File: src/rtl/routing_table_cfg.sv
// rtl/routing_table_cfg.sv - programmable per-node NoC routing table with XY/YX self-fill
// Fills itself with dimension-ordered routes after reset, then serves multi-port lookups and single-entry writes.
module routing_table_cfg #(
  parameter int NODE_ID      = 0,
  parameter int COLS         = 4,
  parameter int ROWS         = 4,
  parameter int ADDR_BITS    = 4,
  parameter int BITS_DIR     = 3,
  parameter int LOOKUP_PORTS = 2
) (
  input  logic                              clk,
  input  logic                              reset,
  input  logic                              init_req,
  input  logic                              init_mode,
  output logic                              busy,
  input  logic                              cfg_we,
  input  logic [ADDR_BITS-1:0]              cfg_addr,
  input  logic [BITS_DIR-1:0]               cfg_data,
  output logic                              cfg_err,
  input  logic [LOOKUP_PORTS-1:0]           lk_valid,
  input  logic [LOOKUP_PORTS*ADDR_BITS-1:0] lk_addr,
  output logic                              lk_ready,
  output logic [LOOKUP_PORTS-1:0]           rsp_valid,
  output logic [LOOKUP_PORTS*BITS_DIR-1:0]  rsp_dir,
  output logic [LOOKUP_PORTS-1:0]           rsp_err
);

  localparam int NUM_NODES = ROWS * COLS;
  localparam int DEPTH     = 1 << ADDR_BITS;
  localparam int NODE_ROW  = NODE_ID / COLS;
  localparam int NODE_COL  = NODE_ID % COLS;

  localparam logic [BITS_DIR-1:0]  DIR_N = BITS_DIR'(0);
  localparam logic [BITS_DIR-1:0]  DIR_E = BITS_DIR'(1);
  localparam logic [BITS_DIR-1:0]  DIR_S = BITS_DIR'(2);
  localparam logic [BITS_DIR-1:0]  DIR_W = BITS_DIR'(3);
  localparam logic [BITS_DIR-1:0]  DIR_L = BITS_DIR'(4);
  localparam logic [ADDR_BITS-1:0] LAST  = ADDR_BITS'(NUM_NODES - 1);
  localparam logic [ADDR_BITS:0]   NODES = (ADDR_BITS + 1)'(NUM_NODES);

  typedef enum logic {FILL, RUN} state_t;

  state_t                 state_q, state_d;
  logic [ADDR_BITS-1:0]   cnt_q, cnt_d;
  logic                   mode_q, mode_d;
  logic                   cfg_err_q, cfg_err_d;
  logic                   tbl_we;
  logic [ADDR_BITS-1:0]   tbl_waddr;
  logic [BITS_DIR-1:0]    tbl_wdata;
  logic                   cfg_ok;
  logic [LOOKUP_PORTS-1:0]          rsp_valid_q;
  logic [LOOKUP_PORTS*BITS_DIR-1:0] rsp_dir_q;
  logic [LOOKUP_PORTS-1:0]          rsp_err_q;
  logic [BITS_DIR-1:0]    tbl_q [DEPTH];

  // Dimension-ordered route from this node; yx=1 resolves the row first.
  function automatic logic [BITS_DIR-1:0] route(input logic [ADDR_BITS-1:0] dest, input logic yx);
    int d, dr, dc;
    logic [BITS_DIR-1:0] dir_h, dir_v;
    d     = int'(dest);
    dr    = d / COLS;
    dc    = d % COLS;
    dir_h = (dc > NODE_COL) ? DIR_E : DIR_W;
    dir_v = (dr > NODE_ROW) ? DIR_S : DIR_N;
    if (d == NODE_ID) return DIR_L;
    if (yx) return (dr != NODE_ROW) ? dir_v : dir_h;
    return (dc != NODE_COL) ? dir_h : dir_v;
  endfunction

  assign busy     = (state_q == FILL);
  assign lk_ready = ~busy;
  assign cfg_ok   = ({1'b0, cfg_addr} < NODES) && (cfg_data <= DIR_L);

  always_comb begin
    state_d   = state_q;
    cnt_d     = cnt_q;
    mode_d    = mode_q;
    cfg_err_d = 1'b0;
    tbl_we    = 1'b0;
    tbl_waddr = cfg_addr;
    tbl_wdata = cfg_data;
    case (state_q)
      FILL: begin
        tbl_we    = 1'b1;
        tbl_waddr = cnt_q;
        tbl_wdata = route(cnt_q, mode_q);
        cfg_err_d = cfg_we;
        if (init_req) begin
          cnt_d  = '0;
          mode_d = init_mode;
        end else if (cnt_q == LAST) begin
          state_d = RUN;
        end else begin
          cnt_d = cnt_q + ADDR_BITS'(1);
        end
      end
      RUN: begin
        // A restart wins over a concurrent write, which is then reported as rejected.
        if (init_req) begin
          state_d   = FILL;
          cnt_d     = '0;
          mode_d    = init_mode;
          cfg_err_d = cfg_we;
        end else if (cfg_we) begin
          if (cfg_ok) tbl_we = 1'b1;
          else        cfg_err_d = 1'b1;
        end
      end
      default: state_d = FILL;
    endcase
  end

  always_ff @(posedge clk or negedge reset) begin
    if (!reset) begin
      state_q   <= FILL;
      cnt_q     <= '0;
      mode_q    <= 1'b0;
      cfg_err_q <= 1'b0;
    end else begin
      state_q   <= state_d;
      cnt_q     <= cnt_d;
      mode_q    <= mode_d;
      cfg_err_q <= cfg_err_d;
    end
  end

  always_ff @(posedge clk) begin
    if (tbl_we) tbl_q[tbl_waddr] <= tbl_wdata;
  end

  // Reads see the table before this edge's write lands (read-before-write).
  always_ff @(posedge clk or negedge reset) begin
    if (!reset) begin
      rsp_valid_q <= '0;
      rsp_dir_q   <= '0;
      rsp_err_q   <= '0;
    end else begin
      for (int p = 0; p < LOOKUP_PORTS; p++) begin
        rsp_valid_q[p] <= lk_valid[p] & lk_ready;
        if (lk_valid[p] && lk_ready) begin
          if ({1'b0, lk_addr[p*ADDR_BITS +: ADDR_BITS]} < NODES) begin
            rsp_dir_q[p*BITS_DIR +: BITS_DIR] <= tbl_q[lk_addr[p*ADDR_BITS +: ADDR_BITS]];
            rsp_err_q[p]                      <= 1'b0;
          end else begin
            rsp_dir_q[p*BITS_DIR +: BITS_DIR] <= DIR_L;
            rsp_err_q[p]                      <= 1'b1;
          end
        end
      end
    end
  end

  assign cfg_err   = cfg_err_q;
  assign rsp_valid = rsp_valid_q;
  assign rsp_dir   = rsp_dir_q;
  assign rsp_err   = rsp_err_q;

endmodule

File: config.mk
export PLATFORM = sky130hd
export DESIGN_NAME = routing_table_cfg
export DESIGN_NICKNAME = d
export VERILOG_FILES = /design/src/rtl/routing_table_cfg.sv
export SDC_FILE = /design/constraint.sdc
export NUM_CORES = 1
export LEC_CHECK = 0
export BUFFER_PORTS_ARGS = -buffer_cell sky130_fd_sc_hd__buf_2
export CORE_MARGIN = 4
export CORE_UTILIZATION = 50
export DETAILED_ROUTE_END_ITERATION = 10
export PLACE_DENSITY_LB_ADDON = 0.15
export SLEW_MARGIN = 15
export SYNTH_ARGS = -nofsm -noshare
export SYNTH_HDL_FRONTEND = slang
export SYNTH_SLANG_ARGS = --single-unit
File: constraint.sdc
create_clock -name clk -period 2.2 [get_ports clk]
set_input_delay 0.44 -clock clk [delete_from_list [all_inputs] [get_ports clk]]
set_output_delay 0.44 -clock clk [all_outputs]
set_load 0.05 [all_outputs]
==> impl_metrics.py, run 1 <==
metrics = {
    "logic_synthesis": {
        "synth-compound-area-share_pct": 7.20,
        "synth_top_cell_area_share_pct": 45.3,
        "synth_area_um2": 3180,
        "ys_ff_latch": 63,
        "ys_seq_area_share_pct": 57.1,
        "yosysWarnings": 0,
        "synth_top_area_cell": "edfxtp_1",
        "synth-adder-area-share_pct": 1.18,
        "synth.area.top_cells": "edfxtp_1 (45%), mux2i_1 (12%), dfrtp_1 (12%), mux4_1 (4.1%), nor2_1 (3.4%)",
        "synthMuxAreaShare_pct": 17.5,
        "yosysUniqueCellTypes": 40,
        "synth-simple-area-share_pct": 12.9,
        "avgSynthCellArea_um2": 12.4,
        "netlist_instances": 256,
        "synth_top_family_by_area": "multiplexers",
        "synth-xor-area-share_pct": 0.551,
    },
    "clock_network": {
        "worst_skew_pair.late_latency_ps": 340,
        "cts_buffer_depth": 2,
        "cts_buffers": 9,
        "ctsResizeCount": 0,
        "cts_hold_buf": 0,
        "clockRootBuffer": "clkbuf_8",
        "clkTransAtPathRegs_ps": 70,
        "cts.sinks": 63,
        "cts_tree": "done",
        "cts_htree_levels": 3,
        "postCtsSetupRepairBufs": 0,
    },
    "cells_and_area": {
        "nFillCells": 511,
        "seq_area_um2": 1820,
        "multi_input_area_um2": 1260,
        "final_cell_mix": "edfxtp_1 (48), mux2i_1 (39), buf_2 (32), nor2_1 (29), nand2_1 (22)",
        "layout_commonest_cell": "edfxtp_1",
        "drive_gt1_share_pct": 19.1,
        "antennaDiodeCount": 0,
        "fin_nets": 318,
        "area_growth_pct": 13.3,
    },
    "pwr": {
        "pwr_density_cell_nw_per_um2": 763,
        "peakVddDrop_uv": 346,
        "total_power_mw": 2.75,
        "p_leak_nw": 1.45,
    },
    "grt": {
        "grt_pass1_wl_um": 11400,
        "grt_usage_pct": 20.6,
        "grt_max_degree": 17,
        "grt_overflow": 0,
        "antenna_found_initial": 0,
        "grt_pass1_vias": 2116,
    },
    "timing": {
        "slew_viol_final": 0,
        "setup_tns_ps": 0,
        "timing.slew.headroom_pct": 56.5,
        "clock_skew_ps": 6.11,
        "max_freq_ghz": 0.528,
        "fin_crit_ps": 1890,
        "worst_slack_ps": 306,
        "final-setup-viol-count": 0,
        "period_share_pct": 86.1,
        "worstMarginPinSlew_ps": 650,
        "hold_violations": 0,
        "rsz0062_at_grt": "false",
    },
    "worst_hold_path": {
        "hold_class": "in2async",
    },
    "die": {
        "rows": 28,
        "fp.coreArea_um2": 6060,
        "initial_utilization_pct": 52.5,
        "chipHeight_um": 87.8,
        "die_w_um": 87.8,
        "io_pins": 35,
        "dieArea_um2": 7700,
    },
    "place": {
        "pre_cts_slack_ps": 141,
        "io_buffers": 32,
        "dp.final_hpwl_um": 5370,
        "place_congestion": 0.817,
    },
    "detailed_routing": {
        "wl_um": 7420,
        "drt_first_pass_iters": 4,
        "routed_via_density": 5.95,
        "antenna_left": 0,
        "drt-initial-drc-count": 152,
        "routedWlPerCell_um": 19.9,
        "drcViolationCount": 0,
        "vias": 2220,
    },
    "critical_path": {
        "worstPathArrival_ps": 1920,
        "cp_max_fo": 9,
        "critical_path_class": "reg2reg",
        "required_ps": 2220,
        "critPathLaunchType": "flop",
        "endpoint_kind": "flop",
    },
    "outcome": {
        "status": "finished, final reports clean",
    },
    "job": {
        "drv_cap": 0,
    },
}
-- state kept, by name, indices dropped and copies added, names as in the netlist --
register and flops:
tbl_q 48, rsp_dir 6, cfg_err 1, cnt_q 4, lk_ready 1, rsp_valid 2, mode_q 1
-- critical path: stages (launching register included) --
cell	delay, ps
dfrtp_1	530
clkinv_2	220
nor3b_1	240
o21ai_0	260
nor2_1	320
-- Yosys cell counts, drive strengths merged --
master,number
a31oi,6
ha,3
mux2i,39
mux4,6
nor3,4
a211oi,1
o22ai,2
nor3b,4
nor2,29
a21oi,3
dfrtp,15
and2,2
nand3,6
and3,1
o21ai,5
buf,12
nand4,10
clkinv,1
nand2,22
conb,1
nand2b,1
or2,3
o32a,1
xnor2,1
clkbuf,2
a21o,1
xor2,1
o21a,1
inv,5
o221ai,1
mux2,1
o31ai,1
edfxtp,48
a22oi,12
nor2b,5
-- layout make-up --
cell class,instances,share of cell area (%)
clock buffer,9,3.44
timing repair buffer,39,6.25
clock inverter,7,1.77
tap,75,2.60
sequential,63,50.4
multi-input combinational,174,34.9
inverter,6,0.660
-- routing by layer --
layer  up-vias  GRT usage (%)  wire length (um)
met5         -              0                 0
met4         0           9.76               166
met3        12           4.80               495
met2        83           30.8              3350
met1      1081           28.4              3400
li1       1044              -                 -
-- logic make-up (layout without fill, tap and decap cells) --
family                   count (synthesis)  in the layout
flip-flops                              63             63
adder cells (fa/ha/maj)                  3              3
other                                    1              2
AO/OA/AOI/OAI                           34             34
multiplexers                            46             46
XOR/XNOR                                 2              2
AND/OR/NAND/NOR                         87             87
buffers and inverters                   20             61
-- through the flow --
step | hold WS [ps] | instances | util (%) | cell area, um^2
floorplan | 144 | 257 | - | 3190
global placement | 377 | 357 | 56.4 | 3420
detailed placement | 395 | 357 | 56.4 | 3420
CTS | 20.7 | 373 | 59.5 | 3600
global route | 33.4 | 373 | 59.5 | 3600
finish | 11.8 | 373 | 59.5 | 3600
-- path summary, 6_finish.rpt --
check / from / end / slack [ps] / depth (start not counted)
worst max-delay path: lk_ready / tbl_q[9][2] / 310 / 4
worst max register to register: lk_ready / tbl_q[9][2] / 310 / 4
worst min-delay path: reset / rsp_dir[0] / 10 / 1
min in group clk: init_mode / mode_q / 330 / 2
worst min register to register: rsp_dir[0] / rsp_dir[0] / 500 / 2
max in group asynchronous: reset / mode_q / 1900 / 1
-- where the power goes --
part | switching (mW) | internal, mW | leakage [nW]
combinational | 0.253 | 0.127 | 0.719
clock | 0.460 | 0.513 | 0.0941
sequential | 0.0307 | 1.37 | 0.633
Note: power is estimated with default switching activity, not from simulation.
==> run 2, diff against run 1 <==
Settings changed: CORE_MARGIN 4 to 2, MAX_ROUTING_LAYER set to met4.
==> run 2 against run 1 <==
Effect of this change:
- register-to-register slack improved by 20 ps
- final cell count increased by 0.80%
- clock skew increased by 2.8 ps
- clock power increased by 16%
- sequential cell count unchanged
- global-route usage increased by 1.3 points
- design area increased by 1.2%
- die area decreased by 8.9%
- first-iteration DRC count decreased by 0.66%
- core utilization decreased by 0.99 points
- routed wire length decreased by 5.6%
- highest routed layer unchanged
==> impl_metrics.py, run 2 (synthesis gave the netlist of run 1 again) <==
metrics = {
    "pwr": {
        "p_leak_nw": 1.47,
        "pwr_density_cell_nw_per_um2": 795,
        "peakVddDrop_uv": 522,
    },
    "cells_and_area": {
        "final_cell_mix": "edfxtp_1 (48), mux2i_1 (39), buf_2 (32), nor2_1 (29), nand2_1 (22)",
        "antennaDiodeCount": 0,
        "largest_register": "tbl_q",
        "drive_gt1_share_pct": 19.7,
        "fin_nets": 319,
        "layout_commonest_cell": "edfxtp_1",
        "area_growth_pct": 14.7,
        "largest_reg_flops": 48,
        "nFillCells": 513,
    },
    "place": {
        "dp.final_hpwl_um": 5170,
        "place_congestion": 0.819,
        "pre_cts_slack_ps": 294,
        "io_buffers": 32,
    },
    "worst_hold_path": {
        "hold_class": "in2async",
    },
    "job": {
        "drv_cap": 0,
    },
    "clock_network": {
        "cts_buffers": 9,
        "cts_htree_levels": 3,
        "worst_skew_pair.late_latency_ps": 340,
        "cts_hold_buf": 0,
        "clkTransAtPathRegs_ps": 70,
        "clockRootBuffer": "clkbuf_8",
        "cts_buffer_depth": 2,
        "postCtsSetupRepairBufs": 0,
        "ctsResizeCount": 0,
        "cts_tree": "done",
        "cts.sinks": 63,
    },
    "detailed_routing": {
        "wl_met3_um": 406,
        "drt_first_pass_iters": 4,
        "drcViolationCount": 0,
        "dr.max_layer_used": "met4",
        "wl_met2_um": 3280,
        "drt-initial-drc-count": 151,
        "vias": 2121,
        "wl_um": 7000,
        "routed_via_density": 5.64,
        "antenna_left": 0,
        "routedWlPerCell_um": 18.6,
        "wirelength_met1_um": 3240,
    },
    "die": {
        "die_w_um": 83.8,
        "io_pins": 35,
        "rows": 29,
        "dieArea_um2": 7010,
        "initial_utilization_pct": 51.0,
        "fp.coreArea_um2": 6240,
        "chipHeight_um": 83.8,
    },
    "timing": {
        "setup_tns_ps": 0,
        "fin_crit_ps": 1870,
        "final-setup-viol-count": 0,
        "worst_slack_ps": 329,
        "rsz0062_at_grt": "false",
        "clock_skew_ps": 8.90,
        "timing.slew.headroom_pct": 65.1,
        "worstMarginPinSlew_ps": 518,
        "period_share_pct": 85.0,
        "slew_viol_final": 0,
        "hold_violations": 0,
        "max_freq_ghz": 0.535,
    },
    "critical_path": {
        "critical_path_class": "reg2reg",
        "required_ps": 2220,
        "worstPathCellList": "clkinv_2, nor3b_1, o21ai_0, nor2_1",
        "worstPathArrival_ps": 1890,
        "endpoint_kind": "flop",
        "critPathLaunchType": "flop",
        "slowest_stage": "dfrtp_1",
        "critPathBufInv": 1,
        "crit_family": "flip-flops",
        "critPathMaxStageDelay_ps": 560,
        "cp_max_fo": 12,
    },
    "grt": {
        "antenna_found_initial": 0,
        "grt_pass1_wl_um": 11200,
        "grt_max_degree": 25,
        "grt_overflow": 0,
        "grt_pass1_vias": 2104,
        "grt_usage_pct": 21.9,
    },
    "outcome": {
        "status": "finished, final reports clean",
    },
}
[run 2: cell types whose count changed in the layout (fill, tap and decap cells not counted)]
cell       before  now
buf_4           6    7
bufinv_16       1    2
clkbuf_1        0    1
clkbuf_8        9   10
clkinv_1        2    0
clkinv_2        3    2
[run 2: final cells by class]
cell class | count | area, um^2 | share of cell area, %
clock buffer | 11 | 141 | 3.88
clock inverter | 5 | 81.3 | 2.23
inverter | 6 | 23.8 | 0.652
multi-input combinational | 174 | 1260 | 34.4
sequential | 63 | 1820 | 49.8
tap | 77 | 96.3 | 2.64
timing repair buffer | 40 | 233 | 6.38
[run 2: worst paths after layout]
kind	cells past startpoint	to	slack, ps	start
worst max-delay path	4	tbl_q[8][1]	330	lk_ready
worst min-delay path	1	rsp_dir[5]	9	reset
worst max register to register	4	tbl_q[8][1]	330	lk_ready
worst min register to register	2	rsp_dir[1]	490	rsp_dir[1]
max in group asynchronous	1	mode_q	1900	reset
min in group clk	2	mode_q	340	init_mode
[run 2: through the flow]
stage | power, mW | cell area, um^2 | util (%) | hold WS [ps] | instances
2_1_floorplan | 1.67 | 3190 | - | 144 | 257
3_3_place_gp | 1.80 | 3430 | 54.9 | 384 | 360
3_5_place_dp | 1.80 | 3430 | 54.9 | 383 | 360
4_1_cts | 2.92 | 3650 | 58.5 | 24.7 | 376
5_1_grt | 3.01 | 3650 | 58.5 | 18.4 | 376
6_report | 2.90 | 3650 | 58.5 | 8.82 | 376
[run 2: per-layer routing]
layer	global-route usage, %	vias to the layer above
met3	5.34	6
met2	32.6	75
met5	-	-
li1	-	1036
met1	30.1	1004
met4	7.04	0
[run 2: power by group]
group | internal, mW | total, mW | switching [mW]
registers | 1.37 | 1.40 | 0.0351
clock network | 0.669 | 1.13 | 0.460
logic | 0.129 | 0.370 | 0.241
total | 2.16 | 2.90 | 0.736
==> run 3, diff against run 2 <==
Clock period 2.2 ns to 2 ns, I/O delays scaled along.
==> run 3 against run 2 <==
Effect of this change:
- combinational power is 14% higher
- non-clock buffer count is 4 higher
- critical path depth did not move
- core utilization grew 0.24 points
- clock skew down 0.61 ps
- sequential power increased by 10%
- count of clock-buffer cells in the layout fell by 1
==> impl_metrics.py, run 3 (synthesis gave the netlist of run 1 again) <==
metrics = {
    "outcome": {
        "status": "finished, final reports clean",
    },
    "die": {
        "rows": 29,
        "dieArea_um2": 7010,
        "fp.coreArea_um2": 6240,
        "initial_utilization_pct": 51.0,
        "io_pins": 35,
        "chipHeight_um": 83.8,
        "die_w_um": 83.8,
    },
    "clock_network": {
        "clkTransAtPathRegs_ps": 60,
        "cts_buffers": 9,
        "cts_tree": "done",
        "cts_hold_buf": 1,
        "cts.sinks": 63,
        "ctsResizeCount": 0,
        "postCtsSetupRepairBufs": 0,
        "worst_skew_pair.late_latency_ps": 340,
        "cts_htree_levels": 3,
        "cts_buffer_depth": 2,
        "clockRootBuffer": "clkbuf_8",
    },
    "critical_path": {
        "endpoint_kind": "flop",
        "cp_max_fo": 9,
        "rr_worst_depth": 4,
        "critPathMaxStageDelay_ps": 450,
        "r2r_start": "lk_ready",
        "critPathLaunchType": "flop",
        "crit_family": "simple AND/OR/NAND/NOR gates",
        "worstPathArrival_ps": 1700,
        "critPathBufInv": 1,
        "required_ps": 2010,
        "rrSetupSlack_ps": 310,
        "slowest_stage": "dfrtp_2",
        "rr_endpoint": "tbl_q[1][1]",
        "critical_path_class": "reg2reg",
        "worstPathCellList": "clkinv_2, nor3_1, o21ai_0, nor2_1",
    },
    "pwr": {
        "power.switching_mw": 0.794,
        "pwr-share-comb_pct": 13.5,
        "pwr_density_cell_nw_per_um2": 854,
        "intPower_mw": 2.34,
        "swShare_pct": 25.4,
        "peakVddDrop_uv": 504,
        "p_clk_share_pct": 37.3,
        "pwr-share-seq_pct": 49.2,
        "p_leak_nw": 1.47,
    },
    "timing": {
        "slew_viol_final": 0,
        "max_freq_ghz": 0.593,
        "final-setup-viol-count": 0,
        "clock_skew_ps": 8.28,
        "worstMarginPinSlew_ps": 518,
        "period_share_pct": 84.3,
        "hold_violations": 0,
        "fin_crit_ps": 1690,
        "setup_tns_ps": 0,
        "rsz0062_at_grt": "false",
        "timing.slew.headroom_pct": 65.3,
    },
    "job": {
        "drv_cap": 0,
    },
    "cells_and_area": {
        "area_growth_pct": 15.2,
        "layout_commonest_cell": "edfxtp_1",
        "drive_gt1_share_pct": 19.8,
        "largest_reg_flops": 48,
        "nFillCells": 502,
        "final_cell_mix": "edfxtp_1 (48), mux2i_1 (39), buf_2 (32), nor2_1 (29), nand2_1 (22)",
        "final_util_pct": 58.7,
        "largest_register": "tbl_q",
        "antennaDiodeCount": 0,
        "fin_nets": 323,
    },
    "place": {
        "io_buffers": 32,
        "dp.final_hpwl_um": 5480,
        "place_congestion": 0.817,
    },
    "grt": {
        "grt_pass1_wl_um": 11800,
        "grt-busiest-layer": "met2",
        "grt_max_degree": 17,
        "antenna_found_initial": 0,
        "grt_pass1_vias": 2245,
        "grtUsageMet2_pct": 36.9,
        "use_met3_pct": 4.95,
        "grt_overflow": 0,
        "met1_usage_pct": 29.6,
        "grt_usage_pct": 23.0,
    },
    "worst_hold_path": {
        "hold_depth": 2,
        "hold_class": "in2reg",
        "hp-start": "init_mode",
        "hold_path_end": "mode_q",
    },
    "detailed_routing": {
        "routed_via_density": 5.82,
        "drt-initial-drc-count": 139,
        "wl_um": 7380,
        "routedWlPerCell_um": 19.4,
        "vias": 2211,
        "drcViolationCount": 0,
        "drt_first_pass_iters": 4,
        "antenna_left": 0,
    },
}
-- run 3: changes by cell type in the layout (fill, tap and decap cells not counted) --
cell	previous run	this run
buf_4	7	10
clkbuf_8	10	9
clkinv_1	0	3
clkinv_4	1	0
clkinvlp_4	1	0
dfrtp_1	15	14
dfrtp_2	0	1
dlygate4sd3_1	0	1
o21ai_0	5	4
o21ai_1	0	1
-- run 3: final cells by class --
cell class / instances / area (um^2) / area share, %
Sequential cell: 63 / 1820 / 49.6
Multi-Input combinational cell: 174 / 1260 / 34.3
Timing Repair Buffer: 44 / 265 / 7.24
Clock buffer: 10 / 128 / 3.48
Tap cell: 77 / 96.3 / 2.63
Clock inverter: 6 / 76.3 / 2.08
Inverter: 6 / 23.8 / 0.649
-- run 3: power by group through the flow --
stage          logic [mW]  clock network [mW]  registers [mW]
6_report            0.422                1.17            1.54
4_1_cts             0.427                1.19            1.54
3_3_place_gp        0.419                   0            1.56
3_5_place_dp        0.424                   0            1.57
2_1_floorplan       0.223                   0            1.62
5_1_grt             0.459                1.24            1.55
-- run 3: per-stage QoR --
step | hold slack, ps | instances | setup slack [ps] | cell area, um^2 | total power [mW]
after floorplan | 104 | 257 | 143 | 3190 | 1.84
after global placement | 338 | 363 | 175 | 3450 | 1.98
after detailed placement | 343 | 363 | 141 | 3450 | 1.99
after CTS | 289 | 380 | 274 | 3660 | 3.15
after global routing | 292 | 380 | 158 | 3660 | 3.24
final | 297 | 380 | 315 | 3660 | 3.13
-- run 3: worst max-delay path by stage --
stage / from / to / slack, ps / cells past startpoint
CTS: lk_ready / tbl_q[1][1] / 270 / 4
detailed placement: cfg_data[1] / tbl_q[8][0] / 140 / 6
finish: lk_ready / tbl_q[1][1] / 310 / 4
floorplan: lk_ready / tbl_q[0][2] / 140 / 3
global route: lk_ready / tbl_q[1][1] / 160 / 4
global placement: cfg_data[1] / tbl_q[8][2] / 170 / 6
-- run 3: layer usage --
metal | wire length (um) | share of wire, % | vias up
met5 | 0 | 0 | -
met4 | 109 | 1.5 | 0
met3 | 279 | 3.8 | 10
met2 | 3570 | 48 | 58
met1 | 3420 | 46 | 1094
li1 | - | - | 1049
